### src/rtl/traffic_combinational.sv
// traffic_combinational: registered phase-to-lamp/trigger decoder for a main/side intersection.
// Define TRAFFIC_COMB_SEQ_CHECK_EN to build the sticky phase-sequence checker that drives o_fault.
module traffic_combinational #(
  parameter bit TRIG_PULSE = 1'b0
) (
  input  logic       i_clk,
  input  logic       i_rst_n,
  input  logic [1:0] i_G,
  output logic       o_Main_red,
  output logic       o_Main_yellow,
  output logic       o_Main_green,
  output logic       o_Side_red,
  output logic       o_Side_yellow,
  output logic       o_Side_green,
  output logic       o_Long_trigger,
  output logic       o_Short_trigger,
  output logic       o_fault
);

  typedef struct packed {
    logic main_red;
    logic main_yellow;
    logic main_green;
    logic side_red;
    logic side_yellow;
    logic side_green;
    logic long_trig;
    logic short_trig;
  } drive_t;

  localparam drive_t FAILSAFE = 8'b100_100_00;
  localparam drive_t PH_00    = 8'b001_100_10;
  localparam drive_t PH_01    = 8'b010_100_01;
  localparam drive_t PH_11    = 8'b100_001_10;
  localparam drive_t PH_10    = 8'b100_010_01;

  drive_t     drv_q;
  drive_t     dec;
  drive_t     drv_d;
  logic [1:0] prev_g;
  logic       have_prev;
  logic       code_ok;
  logic       phase_chg;
  logic       fault_d;

  // Unknown codes fall to the failsafe and also forget the previous phase,
  // so the next valid code is treated as a fresh phase.
  always_comb begin
    dec     = FAILSAFE;
    code_ok = 1'b1;
    case (i_G)
      2'b00:   dec = PH_00;
      2'b01:   dec = PH_01;
      2'b11:   dec = PH_11;
      2'b10:   dec = PH_10;
      default: code_ok = 1'b0;
    endcase
    phase_chg = 1'b0;
    if (code_ok)
      phase_chg = !have_prev || (i_G != prev_g);
    if (TRIG_PULSE && !phase_chg) begin
      dec.long_trig  = 1'b0;
      dec.short_trig = 1'b0;
    end
  end

`ifdef TRAFFIC_COMB_SEQ_CHECK_EN
  logic fault_q;
  logic illegal;

  function automatic logic [1:0] next_phase(input logic [1:0] g);
    case (g)
      2'b00:   next_phase = 2'b01;
      2'b01:   next_phase = 2'b11;
      2'b11:   next_phase = 2'b10;
      default: next_phase = 2'b00;
    endcase
  endfunction

  always_comb begin
    illegal = 1'b0;
    if (code_ok && have_prev && phase_chg)
      illegal = (i_G != next_phase(prev_g));
  end

  // Fault takes effect on the same edge that sees the bad step.
  assign fault_d = fault_q | illegal;

  always_ff @(posedge i_clk or negedge i_rst_n) begin
    if (!i_rst_n) fault_q <= 1'b0;
    else          fault_q <= fault_d;
  end

  assign o_fault = fault_q;
`else
  assign fault_d = 1'b0;
  assign o_fault = 1'b0;
`endif

  assign drv_d = fault_d ? FAILSAFE : dec;

  always_ff @(posedge i_clk or negedge i_rst_n) begin
    if (!i_rst_n) begin
      drv_q     <= FAILSAFE;
      prev_g    <= 2'b00;
      have_prev <= 1'b0;
    end else begin
      drv_q     <= drv_d;
      prev_g    <= i_G;
      have_prev <= code_ok;
    end
  end

  assign o_Main_red      = drv_q.main_red;
  assign o_Main_yellow   = drv_q.main_yellow;
  assign o_Main_green    = drv_q.main_green;
  assign o_Side_red      = drv_q.side_red;
  assign o_Side_yellow   = drv_q.side_yellow;
  assign o_Side_green    = drv_q.side_green;
  assign o_Long_trigger  = drv_q.long_trig;
  assign o_Short_trigger = drv_q.short_trig;

endmodule

### config.mk
export PLATFORM = sky130hd
export DESIGN_NAME = traffic_combinational
export DESIGN_NICKNAME = d
export VERILOG_FILES = /design/src/rtl/traffic_combinational.sv
export SDC_FILE = /design/constraint.sdc
export NUM_CORES = 1
export LEC_CHECK = 0
export ABC_AREA = 1
export CELL_PAD_IN_SITES_DETAIL_PLACEMENT = 1
export CELL_PAD_IN_SITES_GLOBAL_PLACEMENT = 2
export CORE_MARGIN = 4
export CORE_UTILIZATION = 22
export DETAILED_ROUTE_END_ITERATION = 6
export GPL_TIMING_DRIVEN = 0
export PLACE_DENSITY_LB_ADDON = 0.3
export SETUP_SLACK_MARGIN = 0.2
export SLEW_MARGIN = 20
export SYNTH_ARGS = -nofsm -noshare
export SYNTH_HDL_FRONTEND = slang
export SYNTH_SLANG_ARGS = --single-unit
export TNS_END_PERCENT = 30
### constraint.sdc
create_clock -name i_clk -period 0.8 [get_ports i_clk]
set_input_delay 0.12 -clock i_clk [delete_from_list [all_inputs] [get_ports i_clk]]
set_output_delay 0.12 -clock i_clk [all_outputs]
set_load 0.05 [all_outputs]
After elaboration in Yosys (flattened, before gate mapping)
Cells that the tools add are included.
- eq/ne operators: 3
- mux-type cells: 1
- reduce and logical (&&, ||, !) cells: 1
- operators by type and width (kind ; count):
    $pmux 8 s4 ; 1
    $eq 2x2->1 const B ; 2
    $eq 2x1->1 const B ; 1
    $logic_not 2->1 ; 1
- bits in registers: 8
- output and inout port bits: 9

Depth between registers and ports, before layout
Gate-level depths: netlist of the first run.
- word-level depth: 2
- depth in mapped cells: 4

Worst setup path after synthesis of the first run
OpenSTA, ideal clock, no wires.
- path type: register -> output
- start point: reg drv_q, in the netlist o_Main_red
- end point: out o_Main_red
- arrival time: 656 ps
- path slack: 24 ps
- cell stages (with the launch flop): 1
- buffers on the path: 0
- cells stage by stage: dfstp_2
- RTL lines (element ; RTL line ; source):
    from (decl) ; 37 ; drive_t drv_q;
    from (signal assigned) ; 108 ; drv_q <= drv_d;
    to (decl) ; 9 ; output logic o_Main_red,
No word-level cell between the ends.

Final worst setup path of the first run
- start point: reg drv_q, in the netlist o_Main_red
- end point: out o_Main_red
No word-level cell between the ends.

==> results of run 1 <==
## area by class of cell
cell class / instances / area (um^2) / area share
clock buffer: 3 / 22.52 / 0.04878
buffer: 1 / 7.507 / 0.01626
inverter: 7 / 26.28 / 0.05691
timing repair buffer: 11 / 123.9 / 0.2683
tap: 14 / 17.52 / 0.03794
sequential: 8 / 202.7 / 0.4390
multi-input combinational: 7 / 61.31 / 0.1328
## state kept, by name (all words and copies together) (netlist names)
register and cells:
o_Main_green 1, o_Main_yellow 1, o_Side_yellow 1, o_Side_red 1, o_Side_green 1, o_Main_red 1, o_Long_trigger 1, o_Short_trigger 1
## through the flow
stage	std cells	setup TNS [ps]
2_1_floorplan	23	0
3_3_place_gp	48	-5770
3_5_place_dp	48	-5956
4_1_cts	51	-1217
5_1_grt	51	-1220
6_report	51	-967.8
## cell usage after synthesis
| cell type | instances |
|---|---|
| sky130_fd_sc_hd__buf_4 | 1 |
| sky130_fd_sc_hd__conb_1 | 1 |
| sky130_fd_sc_hd__dfrtp_1 | 6 |
| sky130_fd_sc_hd__dfstp_2 | 2 |
| sky130_fd_sc_hd__ha_1 | 4 |
| sky130_fd_sc_hd__inv_1 | 7 |
| sky130_fd_sc_hd__nand2_1 | 2 |
## power by group through the flow
stage | Sequential (W) | Clock [W] | Combinational, W
2_1_floorplan | 0.000558 | 0 | 0.0000355
3_3_place_gp | 0.000451 | 0 | 0.000226
3_5_place_dp | 0.000454 | 0 | 0.000228
4_1_cts | 0.000455 | 0.000297 | 0.000239
5_1_grt | 0.000457 | 0.000325 | 0.000249
6_report | 0.000455 | 0.000285 | 0.000236
## cell families after synthesis
| family | count (synthesis) | synth area share |
|---|---|---|
| adder cells (fa/ha/maj) | 4 | 0.1681 |
| buffers and inverters | 8 | 0.1135 |
| AND/OR/NAND/NOR | 2 | 0.02522 |
| other | 1 | 0.01259 |
| flip-flops | 8 | 0.6807 |
## worst paths after layout
path | start | end | slack, ps | cells past startpoint
max | o_Main_red | o_Main_red | -240 | 1
max in group asynchronous | i_rst_n | o_Side_red | 380 | 1
min | i_rst_n | o_Side_yellow | 130 | 1
min in group i_clk | i_G[1] | o_Side_yellow | 180 | 2
## routing by layer
metal	vias to the layer above	GRT usage
li1	88	-
met1	80	0.04668
met2	16	0.09169
met3	4	0.01195
met4	0	0.1053
met5	-	0
## what timing repair did
| action | CTS | global route |
|---|---|---|
| buffers inserted | 0 | 0 |
| pin swaps | 0 | 0 |
| resized for setup | 59 | 6 |
| setup endpoints to repair | 16 | 9 |
==> PnR_summary.wiki, run 1 <==
{| class="wikitable"
! Metric !! Value
|-
| Starting Density || 0.2511
|-
| Core area || 1186 um^2
|-
| First-pass GRT wire length || 752 um
|-
| Number of fillers in the final layout || 131
|-
| Sequential group share of total power || 0.466
|-
| Hold WS || 132.9 ps
|-
| Vias in the first global route || 209
|-
| Combinational fraction of design power || 0.242
|-
| Final HPWL from detailed placement || 396.6 um
|-
| Cell type contributing the most total cell area after synthesis || sky130_fd_sc_hd__dfrtp_1
|-
| Count of routing violations after the opening detailed-route iteration || 0
|-
| Unrepaired setup endpoints after global routing || true
|-
| Number of buffers created by CTS || 3
|-
| Slack of the critical path || -239.4 ps
|-
| Delay of the slowest critical-path stage || 530 ps
|-
| Worst path buffer plus inverter count || 1
|-
| Endpoint type of the worst setup path || output port
|-
| Syn Area/Cell || 12.95 um^2
|-
| CP Class || flip-flop to output port
|-
| Hold buffer count at CTS || 0
|-
| TritonCTS clock tree || yes
|-
| Synth warnings || 0
|-
| Clk Tree Root Cell || sky130_fd_sc_hd__clkbuf_4
|-
| Area Growth Syn to Fin || 55.04%
|-
| Post-Route M1 WL || 140 um
|-
| Pwr Total || 0.0009758 W
|-
| Run status || complete, but fails checks
|-
| Remaining antenna violation count after routing || 0
|-
| Max clock buf depth || 2
|-
| Routed length per instance || 8.882 um
|-
| Most common cell after layout, fill and taps aside || sky130_fd_sc_hd__inv_1
|-
| Portion of the clock cycle consumed by the worst path in the final layout || 1.299
|-
| Post-synth design cell area || 297.8 um^2
|-
| Largest net degree at the start of global routing || 9
|-
| Die Y-Extent || 44.79 um
|-
| Post-Syn Instances || 23
|-
| Share of layout cells above drive strength 1 || 0.4324
|-
| Via count || 188
|-
| Final estimated routing congestion in global placement || 0.5938
|-
| Met2 layer wire length in the routed design || 207 um
|-
| Delay-heaviest family, CP || flip-flops
|-
| H-tree level count || 1
|-
| Final hold violations || 0
|-
| Number of standard-cell rows in the floorplan || 12
|-
| Internal power component || 0.0006943 W
|-
| Ranking of synthesized cells by area || sky130_fd_sc_hd__dfrtp_1 (50%), sky130_fd_sc_hd__dfstp_2 (18%), sky130_fd_sc_hd__ha_1 (17%)
|-
| Yosys reg bits || 8
|-
| Switching fraction of total power || 0.2885
|-
| Count of input and output buffers || 11
|-
| Arrival time worst endpoint || 920 ps
|-
| Sequential-to-total area share from yosys stat || 0.6807
|-
| Maximum clock frequency || 962.1 MHz
|-
| Detailed-router iteration count before antenna repair || 1
|-
| Aggregate routed wire length || 453 um
|-
| NetSw || 0.0002815 W
|-
| Initial antenna violation count || 0
|-
| Power per cell area || 2113 nW/um^2
|-
| Floorplan die area || 2006 um^2
|-
| DR WL met3 || 71 um
|-
| Chain of cells forming the critical path || buf_8
|-
| Worst-case setup slack after placement || -613.5 ps
|-
| Static Leakage || 0.2499 nW
|-
| GRT Resource Usage Total || 0.05936
|-
| Sort of element at the start of the critical path || flip-flop
|-
| Top routing layer in use || met4
|-
| Grt ovf || 0
|-
| Area fraction of the dominant cell type after synthesis || 0.5042
|-
| Count of maximum capacitance violations || 0
|-
| Synth unique cells || 7
|-
| Area after detailed placement || 425.4 um^2
|-
| CTS clk-pin slew, worst paths || 50 ps
|-
| Worst IR drop on VDD || 0.0006394 V
|-
| End-of-flow core utilization || 0.3892
|-
| Total count of max-transition violations in the final report || 0
|-
| Antenna cells || 0
|-
| Most used cells in the layout excluding fill and tap cells || sky130_fd_sc_hd__inv_1 (7), sky130_fd_sc_hd__dfrtp_1 (6), sky130_fd_sc_hd__buf_6 (6)
|-
| Net count, final || 47
|-
| Hold Path Class || input port to async pin
|-
| Syn nets || 31
|-
| Fin crit period || 1039 ps
|-
| Clk sink count || 8
|-
| Fin area || 461.7 um^2
|-
| Residual DRC count || 0
|-
| Master of the slowest instance on the critical path || sky130_fd_sc_hd__dfstp_2
|-
| I/O pin cnt || 13
|-
| Die X || 44.79 um
|-
| Violations in the final reports || negative setup slack
|-
| Final number of setup-violating endpoints || 8
|-
| Clock network fraction of design power || 0.292
|-
| Required arrival time at the worst endpoint || 680 ps
|-
| Via-per-instance ratio || 3.686
|-
| Critical path fanouts, max || 1
|}
Note: power is estimated with default switching activity, not from simulation.
==> run 2: changes to the inputs <==
- CAP_MARGIN: not set -> 25
- SLEW_MARGIN: 20 -> 0
==> results of run 2 <==
The final DEF is identical to that of run 1; final timing and power are the same.
